### src/rtl/esmu_322_pkg.sv
// params_e322: shared constants and trellis helpers for the esmu_322 survivor unit.
//   E322_W  path-metric width      E322_K  decoded bits per trellis step
//   E322_D  survivor depth         E322_NS trellis state count
//   pred_state(s', b)  predecessor of s' under survivor decision b
//   next_state(s, u)   successor of s under input u
package params_e322;

    localparam int unsigned E322_W  = 8;
    localparam int unsigned E322_K  = 2;
    localparam int unsigned E322_D  = 12;
    localparam int unsigned E322_NS = 8;

    function automatic logic [2:0] pred_state(input logic [2:0] s_next, input logic [1:0] b);
        return {b, s_next[2]};
    endfunction

    function automatic logic [2:0] next_state(input logic [2:0] s, input logic [1:0] u);
        return {s[0], u};
    endfunction

endpackage

### src/rtl/esmu_322_if.sv
// esmu_322_if: ACS-to-survivor-unit bus.
//   ae                  new trellis column present this cycle
//   acsN_ppm_in         new path metric for state N (unsigned, smaller is better)
//   acsN_Bx_in          survivor decision for state N
//   dec_out/dec_valid   decoded bits and their one-cycle strobe
//   best_state          state whose survivor produced dec_out
interface esmu_322_if #(
    parameter int unsigned W = params_e322::E322_W,
    parameter int unsigned K = params_e322::E322_K
);
    logic         ae;
    logic [W-1:0] acs0_ppm_in, acs1_ppm_in, acs2_ppm_in, acs3_ppm_in;
    logic [W-1:0] acs4_ppm_in, acs5_ppm_in, acs6_ppm_in, acs7_ppm_in;
    logic [K-1:0] acs0_Bx_in, acs1_Bx_in, acs2_Bx_in, acs3_Bx_in;
    logic [K-1:0] acs4_Bx_in, acs5_Bx_in, acs6_Bx_in, acs7_Bx_in;
    logic [K-1:0] dec_out;
    logic         dec_valid;
    logic [2:0]   best_state;

    modport master (
        output ae,
        output acs0_ppm_in, acs1_ppm_in, acs2_ppm_in, acs3_ppm_in,
        output acs4_ppm_in, acs5_ppm_in, acs6_ppm_in, acs7_ppm_in,
        output acs0_Bx_in, acs1_Bx_in, acs2_Bx_in, acs3_Bx_in,
        output acs4_Bx_in, acs5_Bx_in, acs6_Bx_in, acs7_Bx_in,
        input  dec_out, dec_valid, best_state
    );

    modport slave (
        input  ae,
        input  acs0_ppm_in, acs1_ppm_in, acs2_ppm_in, acs3_ppm_in,
        input  acs4_ppm_in, acs5_ppm_in, acs6_ppm_in, acs7_ppm_in,
        input  acs0_Bx_in, acs1_Bx_in, acs2_Bx_in, acs3_Bx_in,
        input  acs4_Bx_in, acs5_Bx_in, acs6_Bx_in, acs7_Bx_in,
        output dec_out, dec_valid, best_state
    );
endinterface

### src/rtl/esmu_322_emin8.sv
// emin8_322: combinational 8-way argmin over unsigned path metrics.
//   ppm[8]   path metrics          min_idx  index of the smallest metric
// Ties resolve to the lowest index: the lower-indexed operand sits on the left
// at every level and the right one wins only when strictly smaller.
module emin8_322 #(
    parameter int unsigned W = params_e322::E322_W
) (
    input  logic [W-1:0] ppm [8],
    output logic [2:0]   min_idx
);
    logic [W-1:0] l1_v [4];
    logic [2:0]   l1_i [4];
    logic [W-1:0] l2_v [2];
    logic [2:0]   l2_i [2];

    always_comb begin
        for (int unsigned i = 0; i < 4; i++) begin
            if (ppm[2*i+1] < ppm[2*i]) begin
                l1_v[i] = ppm[2*i+1];
                l1_i[i] = 3'(2*i+1);
            end else begin
                l1_v[i] = ppm[2*i];
                l1_i[i] = 3'(2*i);
            end
        end
        for (int unsigned i = 0; i < 2; i++) begin
            if (l1_v[2*i+1] < l1_v[2*i]) begin
                l2_v[i] = l1_v[2*i+1];
                l2_i[i] = l1_i[2*i+1];
            end else begin
                l2_v[i] = l1_v[2*i];
                l2_i[i] = l1_i[2*i];
            end
        end
        min_idx = (l2_v[1] < l2_v[0]) ? l2_i[1] : l2_i[0];
    end
endmodule

### src/rtl/esmu_322.sv
// esmu_322: register-exchange survivor memory for the 8-state (3,2,2) trellis.
//   clock, reset  single clock, synchronous active-high reset
//   bus (slave)   ae/ppm/Bx column in; dec_out, dec_valid, best_state out
// Stage 1 (on ae) shifts all 8 survivors and latches the best index plus a
// "window full" flag; stage 2 (next edge) emits the oldest entry of that survivor.
module esmu_322
    import params_e322::*;
#(
    parameter int unsigned W = E322_W,
    parameter int unsigned K = E322_K,
    parameter int unsigned D = E322_D
) (
    input  logic      clock,
    input  logic      reset,
    esmu_322_if.slave bus
);
    localparam int unsigned FW = $clog2(D + 1);

    logic [W-1:0]  ppm [E322_NS];
    logic [K-1:0]  bx  [E322_NS];
    logic [2:0]    min_idx;

    logic [K-1:0]  path_q [E322_NS][D];
    logic [K-1:0]  path_d [E322_NS][D];
    logic [FW-1:0] fill_q, fill_d, fill_after;
    logic [2:0]    best_q, best_d;
    logic          v1_q, v1_d;
    logic [K-1:0]  dec_out_q, dec_out_d;
    logic [2:0]    best_state_q, best_state_d;
    logic          dec_valid_q, dec_valid_d;
    logic [2:0]    s;

    always_comb begin
        ppm[0] = bus.acs0_ppm_in;  ppm[1] = bus.acs1_ppm_in;
        ppm[2] = bus.acs2_ppm_in;  ppm[3] = bus.acs3_ppm_in;
        ppm[4] = bus.acs4_ppm_in;  ppm[5] = bus.acs5_ppm_in;
        ppm[6] = bus.acs6_ppm_in;  ppm[7] = bus.acs7_ppm_in;
        bx[0]  = bus.acs0_Bx_in;   bx[1]  = bus.acs1_Bx_in;
        bx[2]  = bus.acs2_Bx_in;   bx[3]  = bus.acs3_Bx_in;
        bx[4]  = bus.acs4_Bx_in;   bx[5]  = bus.acs5_Bx_in;
        bx[6]  = bus.acs6_Bx_in;   bx[7]  = bus.acs7_Bx_in;
    end

    emin8_322 #(.W(W)) u_emin8 (
        .ppm     (ppm),
        .min_idx (min_idx)
    );

    always_comb begin
        path_d     = path_q;
        fill_d     = fill_q;
        best_d     = best_q;
        v1_d       = 1'b0;
        s          = '0;
        fill_after = (fill_q == FW'(D)) ? fill_q : fill_q + FW'(1);

        if (bus.ae) begin
            for (int unsigned ns = 0; ns < E322_NS; ns++) begin
                s = 3'(ns);
                path_d[ns][0] = K'(s[1:0]);
                for (int unsigned i = 1; i < D; i++) begin
                    path_d[ns][i] = path_q[pred_state(s, bx[ns])][i-1];
                end
            end
            fill_d = fill_after;
            best_d = min_idx;
            // fill saturates at D, so equality is the ">= D" condition
            v1_d   = (fill_after == FW'(D));
        end

        // Stage 2 reads pre-update survivors; outputs hold while nothing is valid.
        dec_valid_d  = v1_q;
        dec_out_d    = dec_out_q;
        best_state_d = best_state_q;
        if (v1_q) begin
            dec_out_d    = path_q[best_q][D-1];
            best_state_d = best_q;
        end
    end

    always_ff @(posedge clock) begin
        if (reset) begin
            for (int unsigned ns = 0; ns < E322_NS; ns++) begin
                for (int unsigned i = 0; i < D; i++) begin
                    path_q[ns][i] <= '0;
                end
            end
            fill_q       <= '0;
            best_q       <= '0;
            v1_q         <= 1'b0;
            dec_out_q    <= '0;
            best_state_q <= '0;
            dec_valid_q  <= 1'b0;
        end else begin
            path_q       <= path_d;
            fill_q       <= fill_d;
            best_q       <= best_d;
            v1_q         <= v1_d;
            dec_out_q    <= dec_out_d;
            best_state_q <= best_state_d;
            dec_valid_q  <= dec_valid_d;
        end
    end

    assign bus.dec_out    = dec_out_q;
    assign bus.dec_valid  = dec_valid_q;
    assign bus.best_state = best_state_q;
endmodule
### src/flat_wrapper.sv
// flat-port wrapper written by rule: the top's interface ports become plain ports
module esmu_322_flat import params_e322::*;
#(
    parameter int unsigned W = E322_W,
    parameter int unsigned K = E322_K,
    parameter int unsigned D = E322_D
)
  (clock, reset, bus_ae, bus_acs0_ppm_in, bus_acs1_ppm_in, bus_acs2_ppm_in, bus_acs3_ppm_in, bus_acs4_ppm_in, bus_acs5_ppm_in, bus_acs6_ppm_in, bus_acs7_ppm_in, bus_acs0_Bx_in, bus_acs1_Bx_in, bus_acs2_Bx_in, bus_acs3_Bx_in, bus_acs4_Bx_in, bus_acs5_Bx_in, bus_acs6_Bx_in, bus_acs7_Bx_in, bus_dec_out, bus_dec_valid, bus_best_state);
  esmu_322_if #(.W(W), .K(K)) bus_i ();
  input  logic clock;
  input  logic reset;
  input wire logic [$bits(bus_i.ae)-1:0] bus_ae;
  input wire logic [$bits(bus_i.acs0_ppm_in)-1:0] bus_acs0_ppm_in;
  input wire logic [$bits(bus_i.acs1_ppm_in)-1:0] bus_acs1_ppm_in;
  input wire logic [$bits(bus_i.acs2_ppm_in)-1:0] bus_acs2_ppm_in;
  input wire logic [$bits(bus_i.acs3_ppm_in)-1:0] bus_acs3_ppm_in;
  input wire logic [$bits(bus_i.acs4_ppm_in)-1:0] bus_acs4_ppm_in;
  input wire logic [$bits(bus_i.acs5_ppm_in)-1:0] bus_acs5_ppm_in;
  input wire logic [$bits(bus_i.acs6_ppm_in)-1:0] bus_acs6_ppm_in;
  input wire logic [$bits(bus_i.acs7_ppm_in)-1:0] bus_acs7_ppm_in;
  input wire logic [$bits(bus_i.acs0_Bx_in)-1:0] bus_acs0_Bx_in;
  input wire logic [$bits(bus_i.acs1_Bx_in)-1:0] bus_acs1_Bx_in;
  input wire logic [$bits(bus_i.acs2_Bx_in)-1:0] bus_acs2_Bx_in;
  input wire logic [$bits(bus_i.acs3_Bx_in)-1:0] bus_acs3_Bx_in;
  input wire logic [$bits(bus_i.acs4_Bx_in)-1:0] bus_acs4_Bx_in;
  input wire logic [$bits(bus_i.acs5_Bx_in)-1:0] bus_acs5_Bx_in;
  input wire logic [$bits(bus_i.acs6_Bx_in)-1:0] bus_acs6_Bx_in;
  input wire logic [$bits(bus_i.acs7_Bx_in)-1:0] bus_acs7_Bx_in;
  output wire logic [$bits(bus_i.dec_out)-1:0] bus_dec_out;
  output wire logic [$bits(bus_i.dec_valid)-1:0] bus_dec_valid;
  output wire logic [$bits(bus_i.best_state)-1:0] bus_best_state;
  assign bus_i.ae = bus_ae;
  assign bus_i.acs0_ppm_in = bus_acs0_ppm_in;
  assign bus_i.acs1_ppm_in = bus_acs1_ppm_in;
  assign bus_i.acs2_ppm_in = bus_acs2_ppm_in;
  assign bus_i.acs3_ppm_in = bus_acs3_ppm_in;
  assign bus_i.acs4_ppm_in = bus_acs4_ppm_in;
  assign bus_i.acs5_ppm_in = bus_acs5_ppm_in;
  assign bus_i.acs6_ppm_in = bus_acs6_ppm_in;
  assign bus_i.acs7_ppm_in = bus_acs7_ppm_in;
  assign bus_i.acs0_Bx_in = bus_acs0_Bx_in;
  assign bus_i.acs1_Bx_in = bus_acs1_Bx_in;
  assign bus_i.acs2_Bx_in = bus_acs2_Bx_in;
  assign bus_i.acs3_Bx_in = bus_acs3_Bx_in;
  assign bus_i.acs4_Bx_in = bus_acs4_Bx_in;
  assign bus_i.acs5_Bx_in = bus_acs5_Bx_in;
  assign bus_i.acs6_Bx_in = bus_acs6_Bx_in;
  assign bus_i.acs7_Bx_in = bus_acs7_Bx_in;
  assign bus_dec_out = bus_i.dec_out;
  assign bus_dec_valid = bus_i.dec_valid;
  assign bus_best_state = bus_i.best_state;
  esmu_322 #(.W(W), .K(K), .D(D)) u_core (.clock(clock), .reset(reset), .bus(bus_i));
endmodule
### config.mk
export PLATFORM = sky130hd
export DESIGN_NAME = esmu_322_flat
export DESIGN_NICKNAME = d
export VERILOG_FILES = /design/src/rtl/esmu_322_pkg.sv /design/src/rtl/esmu_322_if.sv /design/src/rtl/esmu_322_emin8.sv /design/src/rtl/esmu_322.sv /design/src/flat_wrapper.sv
export SDC_FILE = /design/constraint.sdc
export NUM_CORES = 1
export LEC_CHECK = 0
export BUFFER_PORTS_ARGS = -buffer_cell sky130_fd_sc_hd__buf_2
export CAP_MARGIN = 20
export CELL_PAD_IN_SITES_DETAIL_PLACEMENT = 2
export CELL_PAD_IN_SITES_GLOBAL_PLACEMENT = 2
export CORE_MARGIN = 5
export CORE_UTILIZATION = 45
export DETAILED_ROUTE_END_ITERATION = 10
export PLACE_DENSITY = 0.86
export SLEW_MARGIN = 30
export SYNTH_ARGS = -nofsm -noshare
export SYNTH_HDL_FRONTEND = slang
export SYNTH_SLANG_ARGS = --single-unit
### constraint.sdc
create_clock -name clock -period 10.3 [get_ports clock]
set_input_delay 1.03 -clock clock [delete_from_list [all_inputs] [get_ports clock]]
set_output_delay 1.03 -clock clock [all_outputs]
set_load 0.05 [all_outputs]
# Yosys cells after proc, flatten, opt, wreduce, memory -nomap -nowiden
# Cells that the tools add are included.
dict set report totals {
  reg_bits 192
  in_bits 83
  out_inout_bits 6
  elab_cells 167
}
dict set report op_classes {
  n_addsub 1
  n_lt_le_gt_ge 16
  n_eq_ne 2
  n_mux 41
  bitwise_logic 10
  n_reduce_logical 1
}
# operator n
set op_table {}
lappend op_table {{24-bit binary-select mux with 3-bit select} 9}
lappend op_table {{24-bit 2-to-1 mux} 16}
lappend op_table {{8-bit less-than comparator} 7}
lappend op_table {{8-bit 2-to-1 mux} 6}
lappend op_table {{4-bit greater-or-equal comparator (second input constant)} 9}
lappend op_table {{3-bit NOT with 4-bit output} 9}
lappend op_table {{3-bit 2-to-1 mux} 3}
lappend op_table {{4-bit equality test (second input constant)} 2}
lappend op_table {{4-bit by 1-bit adder with 4-bit output (second input constant)} 1}
lappend op_table {{1-bit 2-to-1 mux} 4}
lappend op_table {{2-bit 2-to-1 mux} 2}
lappend op_table {{4-bit 2-to-1 mux} 1}
lappend op_table {{2-bit OR reduction} 1}
lappend op_table {{1-bit NOT} 1}

# Logic depth before layout (Yosys ltp)
# Gate-level depths: netlist of the first run.
dict set report depth {
  ltp_word 6
  ltp_mapped 26
  mapped_depth_nobuf 24
}

# Cells and area by module
# Synthesis of the first run repeated with hierarchy kept, for this count alone.
dict set report hier_totals {
  hier_cells 1071
  area_unflattened_um2 12316.8
}
# mod n_inst cells_per_inst area_per_inst_um2 seq_area_each_um2
set modules_own_cells {}
lappend modules_own_cells {esmu_322 1 810 10378.7 3683.5}
lappend modules_own_cells {emin8_322 1 261 1938.1 0.0}

# Worst setup path before layout of the first run
# No wires, ideal clock.
dict set report synth_path {
  path_type {input -> register}
  from {input bus_acs2_ppm_in[1]}
  to {register u_core.best_q[1]}
  setup_time_ns 0.088
  arrival_time_ns 5.347
  required_time_ns 10.212
  slack_ns 4.864
  stages 23
  path_buffers 2
  cell_sequence {inv_1 -> ha_1 -> a2111oi_0 -> o31ai_1 -> inv_1 -> clkbuf_1 -> o21ai_0 -> ha_1 -> a211oi_1 -> nor2_1 -> nor3_1 -> o21ai_2 -> buf_2 -> nand2_1 -> o21ai_0 -> ha_1 -> a211oi_1 -> nor2_1 -> nor3_1 -> a32o_1 -> a41o_1 -> nand2_1 -> a311oi_2}
}
dict set report synth_between {
  elab_chain_len 6
  elab_cells_between_ends 7
  cone_classes {order compare (3); mux (4)}
}
# element line
set synth_rtl {}
lappend synth_rtl {{from (decl)} flat_wrapper.sv:15} ;# input wire logic [$bits(bus_i.acs2_ppm_in)-1:0] bus_acs2_ppm_in;
lappend synth_rtl {{8-bit less-than comparator} esmu_322_emin8.sv:18} ;# if (ppm[2*i+1] < ppm[2*i]) begin
lappend synth_rtl {{8-bit 2-to-1 mux *} esmu_322_emin8.sv:18}
lappend synth_rtl {{8-bit less-than comparator} esmu_322_emin8.sv:27} ;# if (l1_v[2*i+1] < l1_v[2*i]) begin
lappend synth_rtl {{8-bit 2-to-1 mux} esmu_322_emin8.sv:27}
lappend synth_rtl {{8-bit less-than comparator} esmu_322_emin8.sv:35} ;# min_idx = (l2_v[1] < l2_v[0]) ? l2_i[1] : l2_i[0];
lappend synth_rtl {{3-bit 2-to-1 mux *} esmu_322_emin8.sv:35}
lappend synth_rtl {{to (signal assigned)} esmu_322.sv:97} ;# best_q <= best_d;
lappend synth_rtl {{to (decl)} esmu_322.sv:26} ;# logic [2:0] best_q, best_d;
# Mark *: on every way between the ends. The rest lies on a longest branch, timed or not.
# A chain may end at the register's enable or synchronous reset.

# Worst setup path after layout of the first run
dict set report layout_path {
  from {input bus_acs2_ppm_in[7]}
  to {register u_core.best_q[0]}
}
dict set report layout_between {
  elab_chain_len 6
  elab_cells_between_ends 8
  cone_classes {order compare (3); mux (5)}
}
# element line
set layout_rtl {}
lappend layout_rtl {{8-bit less-than comparator} esmu_322_emin8.sv:18}
lappend layout_rtl {{8-bit 2-to-1 mux} esmu_322_emin8.sv:18}
lappend layout_rtl {{8-bit less-than comparator} esmu_322_emin8.sv:27}
lappend layout_rtl {{8-bit 2-to-1 mux} esmu_322_emin8.sv:27}
lappend layout_rtl {{8-bit less-than comparator} esmu_322_emin8.sv:35}
lappend layout_rtl {{3-bit 2-to-1 mux *} esmu_322_emin8.sv:35}
# Marked as above.

==> impl_metrics.tcl, run 1 <==
set metrics [dict create \
    status "completed" \
    ys_warn_count 0 \
    yosysTopAreaCell "dfxtp_1" \
    placed_area_um2 12460 \
    htreeDepth 4 \
    synth_ff_type "dfxtp_1" \
    setup_violations 0 \
    async_flop_share_pct 0 \
    num_io_pins 89 \
    path_max_fanout 15 \
    place.gp.congestion 0.7981 \
    multiInputGateArea_um2 7700 \
    instances_no_fill 1420 \
    ctsLongestPathBuffers 2 \
    cp_cell_sequence "buf_2, inv_1, ha_1, nand4_1, o31ai_1, inv_1, o21ai_0, ha_1, a211oi_1, nor2_1, nor3_1, o21ai_2, nand2_1, o21ai_0, ha_1, a211oi_1, nor2_1, nor3_1, a32o_1, a41o_1, o41ai_1, a41o_1" \
    max_slew_margin_pct 40.17 \
    p_per_area_nw_per_um2 132.3 \
    insertion_delay_ns 0.44 \
    die_h_um 172.4 \
    ys_ff_latch 184 \
    synthMostInstantiatedCell "nor2_1" \
    routedWlPerCell_um 26.27 \
    worstPathArrival_ns 6.38 \
    seq_area_um2 3684 \
    required_ns 10.63 \
    drive_gt1_share_pct 26.36 \
    synthToLayoutAreaGrowth_pct 9.979 \
    period_needed_ns 6.051 \
    yosysSeqAreaShare_pct 31.05 \
    final_antenna_net_count 0 \
    final_nets 1206 \
    p_total_mw 1.726 \
    overflow 0 \
    worst_slew_pin_slew_ns 0.8975 \
    syn-num-nets 1178 \
    crit_family "compound AO/OA/AOI/OAI gates" \
    fmax_ghz 0.1653 \
    maxSlewViolCount 0 \
    netlist_top_cells_area "dfxtp_1 31%, mux4_2 30%, mux2i_1 16%, nor2_1 6.1%, ha_1 5.4%" \
    fin_area_um2 13050 \
    portBuffers 88 \
    grt_max_degree 103 \
    grt_pass1_wl_um 58960 \
    crit_path_top_delay_cell "nor3_1" \
    fp-row-count 59 \
    finalCritPeriodShare_pct 58.75 \
    synth.top_cell.area_share_pct 31.05 \
    syn-instance-count 1044 \
    grt.total_usage_pct 25.79 \
    core_um2 25980 \
    num_antenna_cells 0 \
    synthTopCellsByCount "193 x nor2_1, 192 x mux2i_1, 184 x dfxtp_1" \
    root_buffer "clkbuf_16" \
    synth_cell_type_count 41 \
    drc_errors 0 \
    cts_resized 0 \
    fin_tns_setup_ns 0 \
    max-cap-violations 0 \
    start_util_pct 45.65 \
    drtIter0Drc 562 \
    slowest_delay_ns 0.54 \
    end_kind "flop" \
    path_buf_inv 3 \
    routed_wl_um 37300 \
    drt-vias-per-instance 6.328 \
    final_util_pct 50.20 \
    postCtsSetupBuffers 0 \
    hpwl_um 24890 \
    die_x_um 172.4 \
    dr_total_vias 8986 \
    grt_setup_unrepaired "false" \
    ir_drop_mv 0.1142 \
    cts_tree "yes" \
    synth_edf_count 0 \
    dp.cells 1388 \
    grt_pass1_vias 10200 \
    hold_buffers 0 \
    clkSinkCount 184 \
    hp-class "reg2reg" \
    cts_made_buffers 17 \
    avgSynthCellArea_um2 11.36 \
    clk_pin_slew_worst_paths_ns 0.07 \
    drtPass1Iterations 5 \
    die-area_um2 29710 \
    antenna_found_initial 3 \
    hold_viol 0 \
    n_fill_cell 2616 \
    skew_ns 0.01013 \
    crit_top_cell "ha_1" \
    p_leak_nw 5.416 \
    syn-cell-area_um2 11860 \
    startpoint_type "input port" \
    worstSetupPathType "in2reg" \
]
-- final cells by class --
type	count	share of cell area [%]
multi-input cells	731	59.03
flip-flops and latches	184	28.24
repair buffers	93	3.779
clock buffers	17	3.261
well taps	335	3.213
inverters	45	1.295
clock inverters	15	1.189
-- where the power goes --
group / internal, mW / switching, mW
Clock: 0.344 / 0.320
Combinational: 0.135 / 0.190
Sequential: 0.718 / 0.0185
-- final timing paths --
kind	startpoint	endpoint	slack (ns)	cells after the start
max	bus_acs2_ppm_in[7]	u_core.best_q[0]$_SDFFE_PP0P_	4.25	22
min reg2reg	u_core.path_q[166]$_SDFFE_PP0P_	u_core.path_q[166]$_SDFFE_PP0P_	0.47	2
min	u_core.path_q[166]$_SDFFE_PP0P_	u_core.path_q[166]$_SDFFE_PP0P_	0.47	2
max reg2reg	u_core.best_q[0]$_SDFFE_PP0P_	u_core.bus.dec_out[1]$_SDFFE_PP0P_	8.48	3
-- worst min-delay path, cell delays in order, from the launching register on --
cell and delay (ns):
dfxtp_1 0.33, nor2_1 0.04, nor2_1 0.07
-- logic make-up (layout without fill, tap and decap cells) --
kind of cell,count (synthesis),after routing,share of synthesized area [%]
muxes,349,349,45.92
and+or+nand+nor,242,242,8.207
DFF,184,184,31.05
buffers and inverters,129,170,4.177
AOI/OAI and AO/OA,88,88,5.190
adders and majority gates,51,51,5.380
xor gates and xnor gates,1,1,0.07385
-- registers in the layout, summed over array words and instances, names as in the netlist --
name	cells
u_core.bus.dec_valid	1
u_core.fill_q	4
u_core.best_q	3
u_core.path_q	170
u_core.bus.dec_out	2
u_core.dec_valid_d	1
u_core.bus.best_state	3
-- per-stage QoR --
step           worst slack (ns)  hold slack [ns]
2_1_floorplan             4.864           0.4272
3_3_place_gp              3.787           0.4387
3_5_place_dp              3.760           0.4506
4_1_cts                   4.225           0.4680
5_1_grt                   3.736           0.4893
6_report                  4.249           0.4656
-- metal layers --
layer	global-route usage (%)	part of all wire (%)	wire (um)	vias up
met2	47.26	53	19710	225
met5	0	0.062	23	-
li1	-	-	-	3987
met4	7.861	2.4	889	6
met3	3.978	4.0	1502	69
met1	31.13	41	15170	4699
-- layout by cell type (no fill, tap or decap), drive strengths merged, types with 5 or more instances in the layout --
cell type  instances
clkinv             5
a21oi             13
dfxtp            184
buf               92
mux4             156
nand2             19
nand2b             5
nand3              7
ha                51
o21a               8
inv               53
nand4              7
o21ai             21
clkbuf            18
a211oi             7
a22oi             16
mux2i            192
nor2             193
a211o              5
Power figures use the tool's default switching activity.
==> inputs of run 2 (changes only) <==
--- a/config.mk
+++ b/config.mk
@@ -10,9 +10,9 @@
 export CELL_PAD_IN_SITES_DETAIL_PLACEMENT = 2
 export CELL_PAD_IN_SITES_GLOBAL_PLACEMENT = 2
 export CORE_MARGIN = 5
-export CORE_UTILIZATION = 45
+export CORE_UTILIZATION = 41
 export DETAILED_ROUTE_END_ITERATION = 10
-export PLACE_DENSITY = 0.86
+export PLACE_DENSITY = 0.79
 export SLEW_MARGIN = 30
 export SYNTH_ARGS = -nofsm -noshare
 export SYNTH_HDL_FRONTEND = slang
==> constraint.sdc (replaced) <==
create_clock -name clock -period 6.3 [get_ports clock]
set_input_delay 0.63 -clock clock [delete_from_list [all_inputs] [get_ports clock]]
set_output_delay 0.63 -clock clock [all_outputs]
set_load 0.05 [all_outputs]
==> impl_metrics.tcl, run 2 (synthesized netlist as in run 1, its figures left out) <==
set metrics [dict create \
    synthToLayoutAreaGrowth_pct 10.68 \
    ir_drop_mv 0.1618 \
    max_slew_margin_pct 33.50 \
    regMostFlops "u_core.path_q" \
    clkSinkCount 184 \
    p_int_mw 1.991 \
    clk_pin_slew_worst_paths_ns 0.08 \
    hold_buffers 0 \
    timing.final.ws_setup_ns 0.6119 \
    place.gp.congestion 0.7861 \
    setup_violations 0 \
    p_clk_share_pct 39.2 \
    power_frac_comb_pct 18.6 \
    required_ns 6.65 \
    whs_path_depth 2 \
    die-area_um2 32430 \
    drive_gt1_share_pct 26.45 \
    grt.busiest_layer "met2" \
    fp-row-count 62 \
    hpwl_um 23000 \
    start_util_pct 41.44 \
    rr_worst_depth 3 \
    path_max_fanout 9 \
    r2r_end "u_core.bus.dec_out[1]$_SDFFE_PP0P_" \
    num_io_pins 89 \
    worstSetupPathType "in2reg" \
    post-place-ws_ns 0.1867 \
    p_per_area_nw_per_um2 216.0 \
    insertion_delay_ns 0.44 \
    worst_slew_pin_slew_ns 0.9975 \
    whs_endpoint "u_core.path_q[166]$_SDFFE_PP0P_" \
    dr_total_vias 8992 \
    core_um2 28630 \
    htreeDepth 4 \
    status "completed" \
    reg2reg_from "u_core.best_q[0]$_SDFFE_PP0P_" \
    p_leak_nw 5.421 \
    hold_viol 0 \
    hp-class "reg2reg" \
    p_seq_share_pct 42.2 \
    maxSlewViolCount 0 \
    switching_power_mw 0.8444 \
    largest_reg_flops 170 \
    skew_ns 0.01035 \
    period_needed_ns 5.688 \
    cts_tree "yes" \
    drtPass1Iterations 5 \
    die_x_um 180.1 \
    switching_share_pct 29.78 \
    final_nets 1207 \
    r2r_setup_slack_ns 4.77 \
    grt_max_degree 101 \
    fmax_ghz 0.1758 \
    final_antenna_net_count 0 \
    reg_top3 "u_core.path_q: 170 flops, u_core.fill_q: 4 flops" \
    die_h_um 180.1 \
    finalCritPeriodShare_pct 90.29 \
    worstPathArrival_ns 6.03 \
    cts_resized 0 \
    drc_errors 0 \
    globalRouteMet3Util_pct 4.340 \
    portBuffers 88 \
    root_buffer "clkbuf_16" \
    use_met1_pct 28.93 \
    max-cap-violations 0 \
    antenna_found_initial 2 \
    dp.cells 1438 \
    postCtsSetupBuffers 0 \
    startpoint_type "input port" \
    drt-vias-per-instance 6.117 \
    routed_wl_um 36420 \
    grt_setup_unrepaired "false" \
    grt_pass1_wl_um 58590 \
    grt_pass1_vias 10160 \
    final_cell_mix "193 x nor2_1, 192 x mux2i_1, 184 x dfxtp_1" \
    drtIter0Drc 560 \
    routedWlPerCell_um 24.77 \
    final_common_cell "nor2_1" \
    fin_tns_setup_ns 0 \
    overflow 0 \
    grt_use_met2_pct 39.82 \
    cts_made_buffers 17 \
    ctsLongestPathBuffers 2 \
    p_total_mw 2.836 \
    whs_ns 0.4722 \
    min_from "u_core.path_q[166]$_SDFFE_PP0P_" \
    end_kind "flop" \
    instances_no_fill 1470 \
    grt.total_usage_pct 22.60 \
]
## run 2: cell types whose count changed in the layout (fill, tap and decap cells not counted)
cell / previous run / this run
buf_4: 5 / 6
clkinvlp_4: 1 / 2
diode_2: 0 / 1
o31ai_1: 4 / 3
inv_6: 5 / 7
clkinv_4: 4 / 1
bufinv_16: 1 / 2
inv_8: 3 / 1
o31ai_2: 0 / 1
## run 2: worst max-delay path by stage
stage                       start                       endpoint  slack [ns]
2_1_floorplan  bus_acs2_ppm_in[1]  u_core.best_q[1]$_SDFFE_PP0P_        1.26
6_report       bus_acs6_ppm_in[1]  u_core.best_q[1]$_SDFFE_PP0P_        0.61
3_3_place_gp   bus_acs6_ppm_in[7]  u_core.best_q[1]$_SDFFE_PP0P_        0.30
3_5_place_dp   bus_acs6_ppm_in[1]  u_core.best_q[1]$_SDFFE_PP0P_        0.19
5_1_grt        bus_acs6_ppm_in[1]  u_core.best_q[1]$_SDFFE_PP0P_        0.23
4_1_cts        bus_acs6_ppm_in[1]  u_core.best_q[1]$_SDFFE_PP0P_        0.61
## run 2: worst max-delay path, stage by stage
cell and delay (ns):
buf_2 0.10, inv_1 0.05, ha_1 0.26, a2111oi_0 0.52
o31ai_2 0.20, buf_4 0.21, mux2i_1 0.26, inv_1 0.08
ha_1 0.31, a21o_1 0.16, a21o_1 0.17, a211oi_1 0.44
o21a_1 0.52, mux2i_1 0.33, ha_1 0.29, a211oi_1 0.21
nor2_1 0.09, nor3_1 0.34, a32o_1 0.24, a41o_1 0.26
nand2_1 0.09, a311oi_2 0.27
## run 2: power groups by stage
stage,Combinational (mW),Clock (mW),Sequential [mW]
6_report,0.528,1.11,1.20
2_1_floorplan,0.388,0,1.21
4_1_cts,0.535,1.13,1.20
3_5_place_dp,0.532,0,1.23
5_1_grt,0.584,1.17,1.20
3_3_place_gp,0.511,0,1.22
## run 2: stage by stage
step | cell area, um2 | utilization, %
final | 13130 | 45.86
after global routing | 13130 | 45.86
after CTS | 13120 | 45.82
after detailed placement | 12530 | 43.77
after global placement | 12530 | 43.77
after floorplan | 11860 | -
## run 2: per-layer routing
layer	wire (um)	up-vias
met3	1725	40
met1	15380	4704
met5	13	-
met2	18810	247
li1	-	3999
met4	488	2
## run 2: cell type report
type / instances / area (um2)
repair buffers: 94 / 500.5
diodes: 1 / 2.502
clock inverters: 14 / 161.4
fillers: 2924 / 15500
well taps: 384 / 480.5
clock buffers: 17 / 425.4
inverters: 45 / 168.9
flip-flops and latches: 184 / 3684
multi-input cells: 731 / 7705
==> inputs of run 3 (changes only) <==
--- a/config.mk
+++ b/config.mk
@@ -9,9 +9,11 @@
 export CAP_MARGIN = 20
 export CELL_PAD_IN_SITES_DETAIL_PLACEMENT = 2
 export CELL_PAD_IN_SITES_GLOBAL_PLACEMENT = 2
+export CORE_ASPECT_RATIO = 1.4
 export CORE_MARGIN = 5
 export CORE_UTILIZATION = 41
 export DETAILED_ROUTE_END_ITERATION = 10
+export GPL_TIMING_DRIVEN = 0
 export PLACE_DENSITY = 0.79
 export SLEW_MARGIN = 30
 export SYNTH_ARGS = -nofsm -noshare
==> constraint.sdc (replaced) <==
create_clock -name clock -period 6.3 [get_ports clock]
set_input_delay 0.315 -clock clock [delete_from_list [all_inputs] [get_ports clock]]
set_output_delay 0.315 -clock clock [all_outputs]
set_load 0.05 [all_outputs]
==> impl_metrics.tcl, run 3 (synthesized netlist as in run 1, its figures left out) <==
set metrics [dict create \
    status "completed" \
    skew_ns 0.01064 \
    die-area_um2 32480 \
    synthToLayoutAreaGrowth_pct 12.61 \
    largest_reg_flops 170 \
    postCtsSetupBuffers 0 \
    cts_tree "yes" \
    fmax_ghz 0.1853 \
    hold_viol 0 \
    clk_pin_slew_worst_paths_ns 0.07 \
    setup_violations 0 \
    drtIter0Drc 596 \
    grt.total_usage_pct 27.16 \
    ctsLongestPathBuffers 2 \
    worstPathArrival_ns 5.74 \
    start_util_pct 41.62 \
    routedWlPerCell_um 28.74 \
    rr_worst_depth 4 \
    overflow 0 \
    insertion_delay_ns 0.43 \
    final_util_pct 46.87 \
    seq_area_um2 3684 \
    hpwl_um 30340 \
    startpoint_type "input port" \
    portBuffers 74 \
    whs_ns 0.2861 \
    die_x_um 153.8 \
    final_cell_mix "193 x nor2_1, 192 x mux2i_1, 184 x dfxtp_1" \
    regMostFlops "u_core.path_q" \
    p_per_area_nw_per_um2 219.2 \
    fp-row-count 73 \
    grt_pass1_wl_um 67200 \
    dr_total_vias 9580 \
    routed_wl_um 43830 \
    path_max_fanout 10 \
    max_slew_margin_pct 27.48 \
    die_h_um 211.3 \
    hold_buffers 0 \
    multiInputGateArea_um2 7687 \
    max-cap-violations 0 \
    drive_gt1_share_pct 25.57 \
    ir_drop_mv 0.1636 \
    grt_setup_unrepaired "false" \
    grt_pass1_vias 10960 \
    final_common_cell "nor2_1" \
    fin_tns_setup_ns 0 \
    final_antenna_net_count 0 \
    place.gp.congestion 0.8171 \
    drc_errors 0 \
    hp-class "in2reg" \
    final_nets 1271 \
    worstSetupPathType "in2reg" \
    root_buffer "clkbuf_16" \
    clkSinkCount 184 \
    end_kind "flop" \
    whs_path_depth 3 \
    required_ns 6.64 \
    cts_made_buffers 17 \
    num_antenna_cells 0 \
    core_um2 28500 \
    p_leak_nw 5.519 \
    drt-vias-per-instance 6.282 \
    grt_max_degree 17 \
    num_io_pins 89 \
    n_fill_cell 2933 \
    reg_top3 "u_core.path_q: 170 flops, u_core.fill_q: 4 flops" \
    drtPass1Iterations 5 \
    antenna_found_initial 1 \
    htreeDepth 4 \
    finalCritPeriodShare_pct 85.65 \
    worst_slew_pin_slew_ns 1.088 \
    maxSlewViolCount 0 \
    period_needed_ns 5.396 \
]
run 3: final cells by class:
| cell class | count | area share [%] |
|---|---|---|
| flip-flops and latches | 184 | 27.58 |
| clock inverters | 12 | 1.237 |
| well taps | 375 | 3.513 |
| clock buffers | 20 | 3.419 |
| multi-input cells | 731 | 57.55 |
| inverters | 45 | 1.265 |
| repair buffers | 74 | 2.773 |
| plain buffers | 84 | 2.660 |
run 3: what timing repair did:
item | in CTS | in global routing
gates resized for setup | 0 | 1
endpoints found under the setup margin | 0 | 2
endpoints found under the hold margin | 0 | 0
run 3: routing by layer:
metal | vias to the layer above | GRT usage [%] | part of all wire, %
met5 | - | 0 | 0.016
met4 | 2 | 10.76 | 4.1
met3 | 119 | 4.345 | 4.0
met2 | 270 | 51.54 | 55
met1 | 5075 | 30.10 | 37
li1 | 4114 | - | -
run 3: path summary, 6_finish.rpt:
path	slack, ns	startpoint	to
setup / recovery	0.90	bus_acs3_ppm_in[1]	u_core.best_q[1]$_SDFFE_PP0P_
hold / removal	0.29	reset	u_core.best_q[0]$_SDFFE_PP0P_
setup reg to reg	4.59	u_core.best_q[0]$_SDFFE_PP0P_	u_core.bus.dec_out[1]$_SDFFE_PP0P_
hold reg to reg	0.50	u_core.bus.dec_out[1]$_SDFFE_PP0P_	u_core.bus.dec_out[1]$_SDFFE_PP0P_
run 3: per-stage QoR:
step	setup WS [ns]	instance area [um2]	total power [mW]	cells
floorplan	1.579	11860	1.599	1044
global placement	0.4945	12700	1.769	1493
detailed placement	0.1894	12710	1.793	1493
CTS	0.5872	13340	2.938	1525
global route	0.2925	13360	3.042	1525
finish	0.9043	13360	2.928	1525
run 3: where the power goes:
part	leakage, nW	switching, mW	internal [mW]	total (mW)
sequential	1.48	0.0158	1.17	1.19
clock	0.294	0.505	0.653	1.16
combinational	3.74	0.350	0.229	0.580
run 3: critical path, stage by stage:
cell,delay [ns]
buf_2,0.11
ha_1,0.28
a2111oi_0,0.46
o31ai_1,0.20
inv_1,0.19
clkbuf_1,0.36
nand2_1,0.12
o21ai_0,0.16
ha_1,0.34
a21oi_1,0.17
a21oi_1,0.10
nor3_2,0.41
o21ai_2,0.20
buf_2,0.22
nand2_1,0.07
o21ai_0,0.15
ha_1,0.34
a211oi_1,0.24
nor2_1,0.11
nor3_1,0.34
a32o_1,0.23
a41o_1,0.28
nand2_1,0.10
a311oi_2,0.25
